## src/rtl/univ_shift_reg_if.sv

```systemverilog
// Interface bundling the data/control signals of the universal shift register.
// The master side drives controls and data; the slave side is the register.
interface univ_shift_reg_if #(
  parameter int WIDTH = 8
);
  localparam int CW = $clog2(WIDTH);

  logic             en;
  logic [1:0]       mode;
  logic             sin_r;
  logic             sin_l;
  logic [WIDTH-1:0] pin;
  logic [WIDTH-1:0] out;
  logic             so_r;
  logic             so_l;
  logic [CW-1:0]    cnt;
  logic             word_done;

  modport master (
    output en, mode, sin_r, sin_l, pin,
    input  out, so_r, so_l, cnt, word_done
  );

  modport slave (
    input  en, mode, sin_r, sin_l, pin,
    output out, so_r, so_l, cnt, word_done
  );
endinterface

```

## src/rtl/univ_shift_reg.sv

```systemverilog
// Universal shift register: hold, shift right, shift left, parallel load.
// Counts shift edges in either direction and pulses word_done for one cycle
// each time WIDTH shifts complete a word. A load or reset discards a partial word.
module univ_shift_reg #(
  parameter int               WIDTH   = 8,
  parameter logic [WIDTH-1:0] RST_VAL = '0
) (
  input logic             clk,
  input logic             rst,
  univ_shift_reg_if.slave bus
);
  localparam int CW = $clog2(WIDTH);
  localparam logic [CW-1:0] CNT_LAST = CW'(WIDTH - 1);

  typedef enum logic [1:0] {
    MODE_HOLD  = 2'b00,
    MODE_RIGHT = 2'b01,
    MODE_LEFT  = 2'b10,
    MODE_LOAD  = 2'b11
  } mode_e;

  logic [WIDTH-1:0] out_q, out_nxt;
  logic [CW-1:0]    cnt_q, cnt_nxt;
  logic             done_q, done_nxt;
  logic             shift;

  // Next-state: data path selection, shared shift counter, word-done pulse.
  always_comb begin
    out_nxt  = out_q;
    cnt_nxt  = cnt_q;
    done_nxt = 1'b0;
    shift    = 1'b0;
    if (bus.en) begin
      case (mode_e'(bus.mode))
        MODE_RIGHT: begin
          out_nxt = {bus.sin_r, out_q[WIDTH-1:1]};
          shift   = 1'b1;
        end
        MODE_LEFT: begin
          out_nxt = {out_q[WIDTH-2:0], bus.sin_l};
          shift   = 1'b1;
        end
        MODE_LOAD: begin
          out_nxt = bus.pin;
          cnt_nxt = '0;
        end
        default: ;
      endcase
    end
    // Both directions advance the same counter so a mid-word turn keeps the count.
    if (shift) begin
      if (cnt_q == CNT_LAST) begin
        cnt_nxt  = '0;
        done_nxt = 1'b1;
      end else begin
        cnt_nxt = cnt_q + CW'(1);
      end
    end
  end

  // State register with asynchronous active-low reset.
  always_ff @(posedge clk or negedge rst) begin
    if (!rst) begin
      out_q  <= RST_VAL;
      cnt_q  <= '0;
      done_q <= 1'b0;
    end else begin
      out_q  <= out_nxt;
      cnt_q  <= cnt_nxt;
      done_q <= done_nxt;
    end
  end

  // Serial outputs are direct taps of the register, no extra stage.
  assign bus.out       = out_q;
  assign bus.cnt       = cnt_q;
  assign bus.word_done = done_q;
  assign bus.so_r      = out_q[0];
  assign bus.so_l      = out_q[WIDTH-1];
endmodule

```

## src/flat_wrapper.sv

```systemverilog
// flat-port wrapper written by rule: the top's interface ports become plain ports
module univ_shift_reg_flat 
#(
  parameter int               WIDTH   = 8,
  parameter logic [WIDTH-1:0] RST_VAL = '0
)
  (clk, rst, bus_en, bus_mode, bus_sin_r, bus_sin_l, bus_pin, bus_out, bus_so_r, bus_so_l, bus_cnt, bus_word_done);
  univ_shift_reg_if #(.WIDTH(WIDTH)) bus_i ();
  input logic clk;
  input logic rst;
  input wire logic [$bits(bus_i.en)-1:0] bus_en;
  input wire logic [$bits(bus_i.mode)-1:0] bus_mode;
  input wire logic [$bits(bus_i.sin_r)-1:0] bus_sin_r;
  input wire logic [$bits(bus_i.sin_l)-1:0] bus_sin_l;
  input wire logic [$bits(bus_i.pin)-1:0] bus_pin;
  output wire logic [$bits(bus_i.out)-1:0] bus_out;
  output wire logic [$bits(bus_i.so_r)-1:0] bus_so_r;
  output wire logic [$bits(bus_i.so_l)-1:0] bus_so_l;
  output wire logic [$bits(bus_i.cnt)-1:0] bus_cnt;
  output wire logic [$bits(bus_i.word_done)-1:0] bus_word_done;
  assign bus_i.en = bus_en;
  assign bus_i.mode = bus_mode;
  assign bus_i.sin_r = bus_sin_r;
  assign bus_i.sin_l = bus_sin_l;
  assign bus_i.pin = bus_pin;
  assign bus_out = bus_i.out;
  assign bus_so_r = bus_i.so_r;
  assign bus_so_l = bus_i.so_l;
  assign bus_cnt = bus_i.cnt;
  assign bus_word_done = bus_i.word_done;
  univ_shift_reg #(.WIDTH(WIDTH), .RST_VAL(RST_VAL)) u_core (.clk(clk), .rst(rst), .bus(bus_i));
endmodule
```

## config.mk

```make
export PLATFORM = sky130hd
export DESIGN_NAME = univ_shift_reg_flat
export DESIGN_NICKNAME = d
export VERILOG_FILES = /design/src/rtl/univ_shift_reg_if.sv /design/src/rtl/univ_shift_reg.sv /design/src/flat_wrapper.sv
export SDC_FILE = /design/constraint.sdc
export NUM_CORES = 1
export LEC_CHECK = 0
export BUFFER_PORTS_ARGS = -buffer_cell sky130_fd_sc_hd__buf_2
export CELL_PAD_IN_SITES_DETAIL_PLACEMENT = 0
export CELL_PAD_IN_SITES_GLOBAL_PLACEMENT = 1
export CORE_MARGIN = 8
export CORE_UTILIZATION = 36
export DETAILED_ROUTE_END_ITERATION = 6
export PLACE_DENSITY = 0.85
export SYNTH_ARGS = -nofsm -noshare
export SYNTH_HDL_FRONTEND = slang
export SYNTH_SLANG_ARGS = --single-unit
```

## constraint.sdc

```tcl
create_clock -name clk -period 2.75 [get_ports clk]
set_clock_uncertainty 0.2 [all_clocks]
set_input_delay 0.825 -clock clk [delete_from_list [all_inputs] [get_ports clk]]
set_output_delay 0.825 -clock clk [all_outputs]
set_load 0.05 [all_outputs]
```

* Word level (Yosys, flattened, before mapping)
Index checks and enable logic that the tools add are counted.
** Cells by class
- Add/subtract/negate cells :: 1
- Equality and inequality tests :: 4
- Muxes and demuxes :: 9
- Reduce and logical (&&, ||, !) cells :: 6
** Operator list (number)
- 8-bit case mux with 3 select lines :: 1
- 3-bit two-way mux :: 4
- 2-bit == test (second input constant) :: 2
- 1-bit two-way mux :: 4
- 2-bit AND reduction :: 2
- 2-bit nonzero test :: 2
- 3-bit by 1-bit adder with 3-bit output (second input constant) :: 1
- 3-bit == test (second input constant) :: 1
- 3-bit nonzero test :: 1
- 2-bit by 1-bit == test with 1-bit output (second input constant) :: 1
- 2-bit OR reduction :: 1
** Word-level totals
- Bits in registers :: 12
- Bits of input ports :: 15
- Output and inout port bits :: 14

* Logic depth before layout (Yosys ltp)
- Word-level depth :: 6
- Gate-level depth with buffers :: 6

* Worst setup path before layout
No wires, ideal clock.
- Kind :: reg-to-output
- Start :: register u_core.out_q[0] (netlist: u_core.bus.out[0])
- End :: output bus_out[0]
- Arrival time :: 0.922 ns
- Required time :: 1.725 ns
- Path slack :: 0.803 ns
- Cell stages (with the launch flop) :: 2
- Buffers on the path :: 1
- Cell sequence :: dfrtp_1 buf_4
** RTL lines
- start: declaration :: line univ_shift_reg.sv:22 : logic [WIDTH-1:0] out_q, out_nxt;
- start signal: assignment :: line univ_shift_reg.sv:68 : out_q <= out_nxt;
- end: declaration :: line flat_wrapper.sv:16 : output wire logic [$bits(bus_i.out)-1:0] bus_out;
No word-level cell between the ends.

* Worst setup path in the final report
- Start :: register u_core.cnt_q[0] (netlist: u_core.bus.cnt[0])
- End :: output bus_cnt[0]
** RTL lines
- start: declaration :: line univ_shift_reg.sv:23 : logic [CW-1:0] cnt_q, cnt_nxt;
- start signal: assignment :: line univ_shift_reg.sv:69 : cnt_q <= cnt_nxt;
- end: declaration :: line flat_wrapper.sv:19 : output wire logic [$bits(bus_i.cnt)-1:0] bus_cnt;
No word-level cell between the ends.

==> run summary <==
PostCTS Resize Cnt - 0
hold violation total from the final report - 0
commonest non-fill, non-tap cells in the layout - buf_2, dfrtp_1
dpl ws - 598.9 ps
height of the die - 59.12 um
share of layout cells above drive strength 1 - 0.3736
dpl cells - 112
P_leak - 0.4422 nW
Die W - 59.12 um
final worst setup slack - 750.0 ps
Pre-Repair DR Iteration Count - 4
Final setup viols - 0
YS warnings - 0
top achievable clock speed - 0.5000 GHz
cell type of the slowest stage on the worst timing path - dfrtp_1
final-stage net count - 112
FP Rows - 15
Finished Core Util - 0.4767
final antenna-violating net count - 0
DRC - 0
RD Place Congestion - 0.7497
slowest stage delay, CP - 410 ps
critical path type - flop to output port
footprint of the multi-input gates - 316.6 um^2
Root Buffer - clkbuf_4
Routed WL per cell - 13.86 um
number of global-route vias before repair - 599
H-tree level count - 1
CTS Hold Bufs - 0
crit path buf inv count - 1
Worst Tran Pin Value - 492.1 ps
crit share post-route - 0.7273
worst path required time - 1730 ps
# fillers - 185
Worst slew margin - 0.6719
Tot Pwr - 0.7020 mW
vias per cell - 4.966
total grt overflow - 0
setup_tns - 0 ps
Worst Hold Class - input pin to asynchronous set/reset pin
DPL Wire Length - 1227 um
Top Family by Delay on Critical Path - flip-flops
status - finished, final reports clean
first-pass GRT wire length - 2615 um
max-cap violation count - 0
crit-path cells - buf_2
Initial Util - 0.3835
CTS tree - built
WL final - 1608 um
number of CTS-inserted buffers - 3
Sink Count - 12
Core Area - 1745 um^2
#FFs+latches synth - 12
critical path startpoint category - flop
syn_area_per_cell - 10.46 um^2
Port Buffers - 28
largest net degree at the start of global routing - 17
Yosys cell types - 15
top-area cell type share of the netlist area - 0.4486
Syn-to-layout area delta - 24.30%
Tmin final - 2000 ps
Synth area leaders - dfrtp_1, a22o_1, ha_1
register area - 300.3 um^2
initial antenna violation count - 0
PwrDens - 843.7 nW/um^2
diode count - 0
VDD IR max - 0.4848 mV
most common cell after layout, fill and taps aside - buf_2
fin. max-slew vios - 0
Syn Nets - 84
Crit. End Element - output port
area of the die - 3495 um^2
drt first-iter violations - 13
post-synth top area cell - dfrtp_1
Worst-path clk slew - 80 ps
Global Route Usage Sum - 0.09539
Non-Filler Instances - 116
Seq/Total Area, Yosys - 0.4486
DR vias - 576
IO Count - 29
CTS max path bufs - 2
RSZ-0062 raised after global routing - no
Post-CTS Setup Repair Bufs - 0
Post-Syn Area - 669.4 um^2
Max FO, Critical Path - 4
Post-Synthesis Cells - 64
worst path arrival time - 970 ps
worst skew pair latency - 270 ps
==> cells in the mapped netlist (all sizes together) <==
library cell,count
dfrtp,12
o21ai,9
a21oi,8
a22o,8
nand2,8
buf,5
ha,5
a32o,3
inv,2
nor2,2
and3,1
nand2b,1
==> kinds of logic after synthesis <==
kind of cell / share of synthesized area
AO/OA/AOI/OAI: 0.2766
adder cells (fa/ha/maj): 0.09346
buffers and inverters: 0.07850
flip-flops: 0.4486
AND/OR/NAND/NOR: 0.1028
==> final timing paths <==
check	startpoint	end	slack, ps	cells after the start
hold reg to reg	u_core.bus.cnt[2]	u_core.bus.cnt[2]	330	1
hold / removal	rst	u_core.bus.out[2]	220	1
setup / recovery	u_core.bus.cnt[0]	bus_cnt[0]	750	1
min in group clk	u_core.bus.cnt[2]	u_core.bus.cnt[2]	330	1
setup reg to reg	u_core.bus.cnt[0]	u_core.bus.cnt[2]	1310	3
max in group asynchronous	rst	u_core.bus.out[7]	1910	1
==> flip-flops by register name, summed over array words and instances, names as in the netlist <==
register              count
u_core.bus.out            8
u_core.bus.cnt            3
u_core.bus.word_done      1
==> through the flow <==
step	cell area [um^2]	hold slack, ps
2_1_floorplan	669.4	329.4
3_3_place_gp	795.8	309.1
3_5_place_dp	795.8	315.2
4_1_cts	832.0	219.5
5_1_grt	832.0	219.5
6_report	832.0	221.1
==> metal layers <==
layer	global-route usage	part of all wire	up-vias
li1	-	-	287
met1	0.1161	0.46	261
met2	0.1495	0.47	26
met3	0.03037	0.067	2
met4	0.04096	0.0025	0
met5	0	0	-
==> power breakdown <==
group,switching (mW),total (mW),internal [mW]
registers,0.0386,0.254,0.215
clock network,0.0595,0.140,0.0804
logic,0.225,0.309,0.0831
==> final cells by class <==
| cell class | instances | share of cell area |
|---|---|---|
| clock buffers | 4 | 0.04361 |
| inverters | 2 | 0.009023 |
| flip-flops and latches | 12 | 0.3609 |
| multi-input cells | 45 | 0.3805 |
| repair buffers | 28 | 0.1684 |
| well taps | 25 | 0.03759 |
Note: power is estimated with default switching activity, not from simulation.
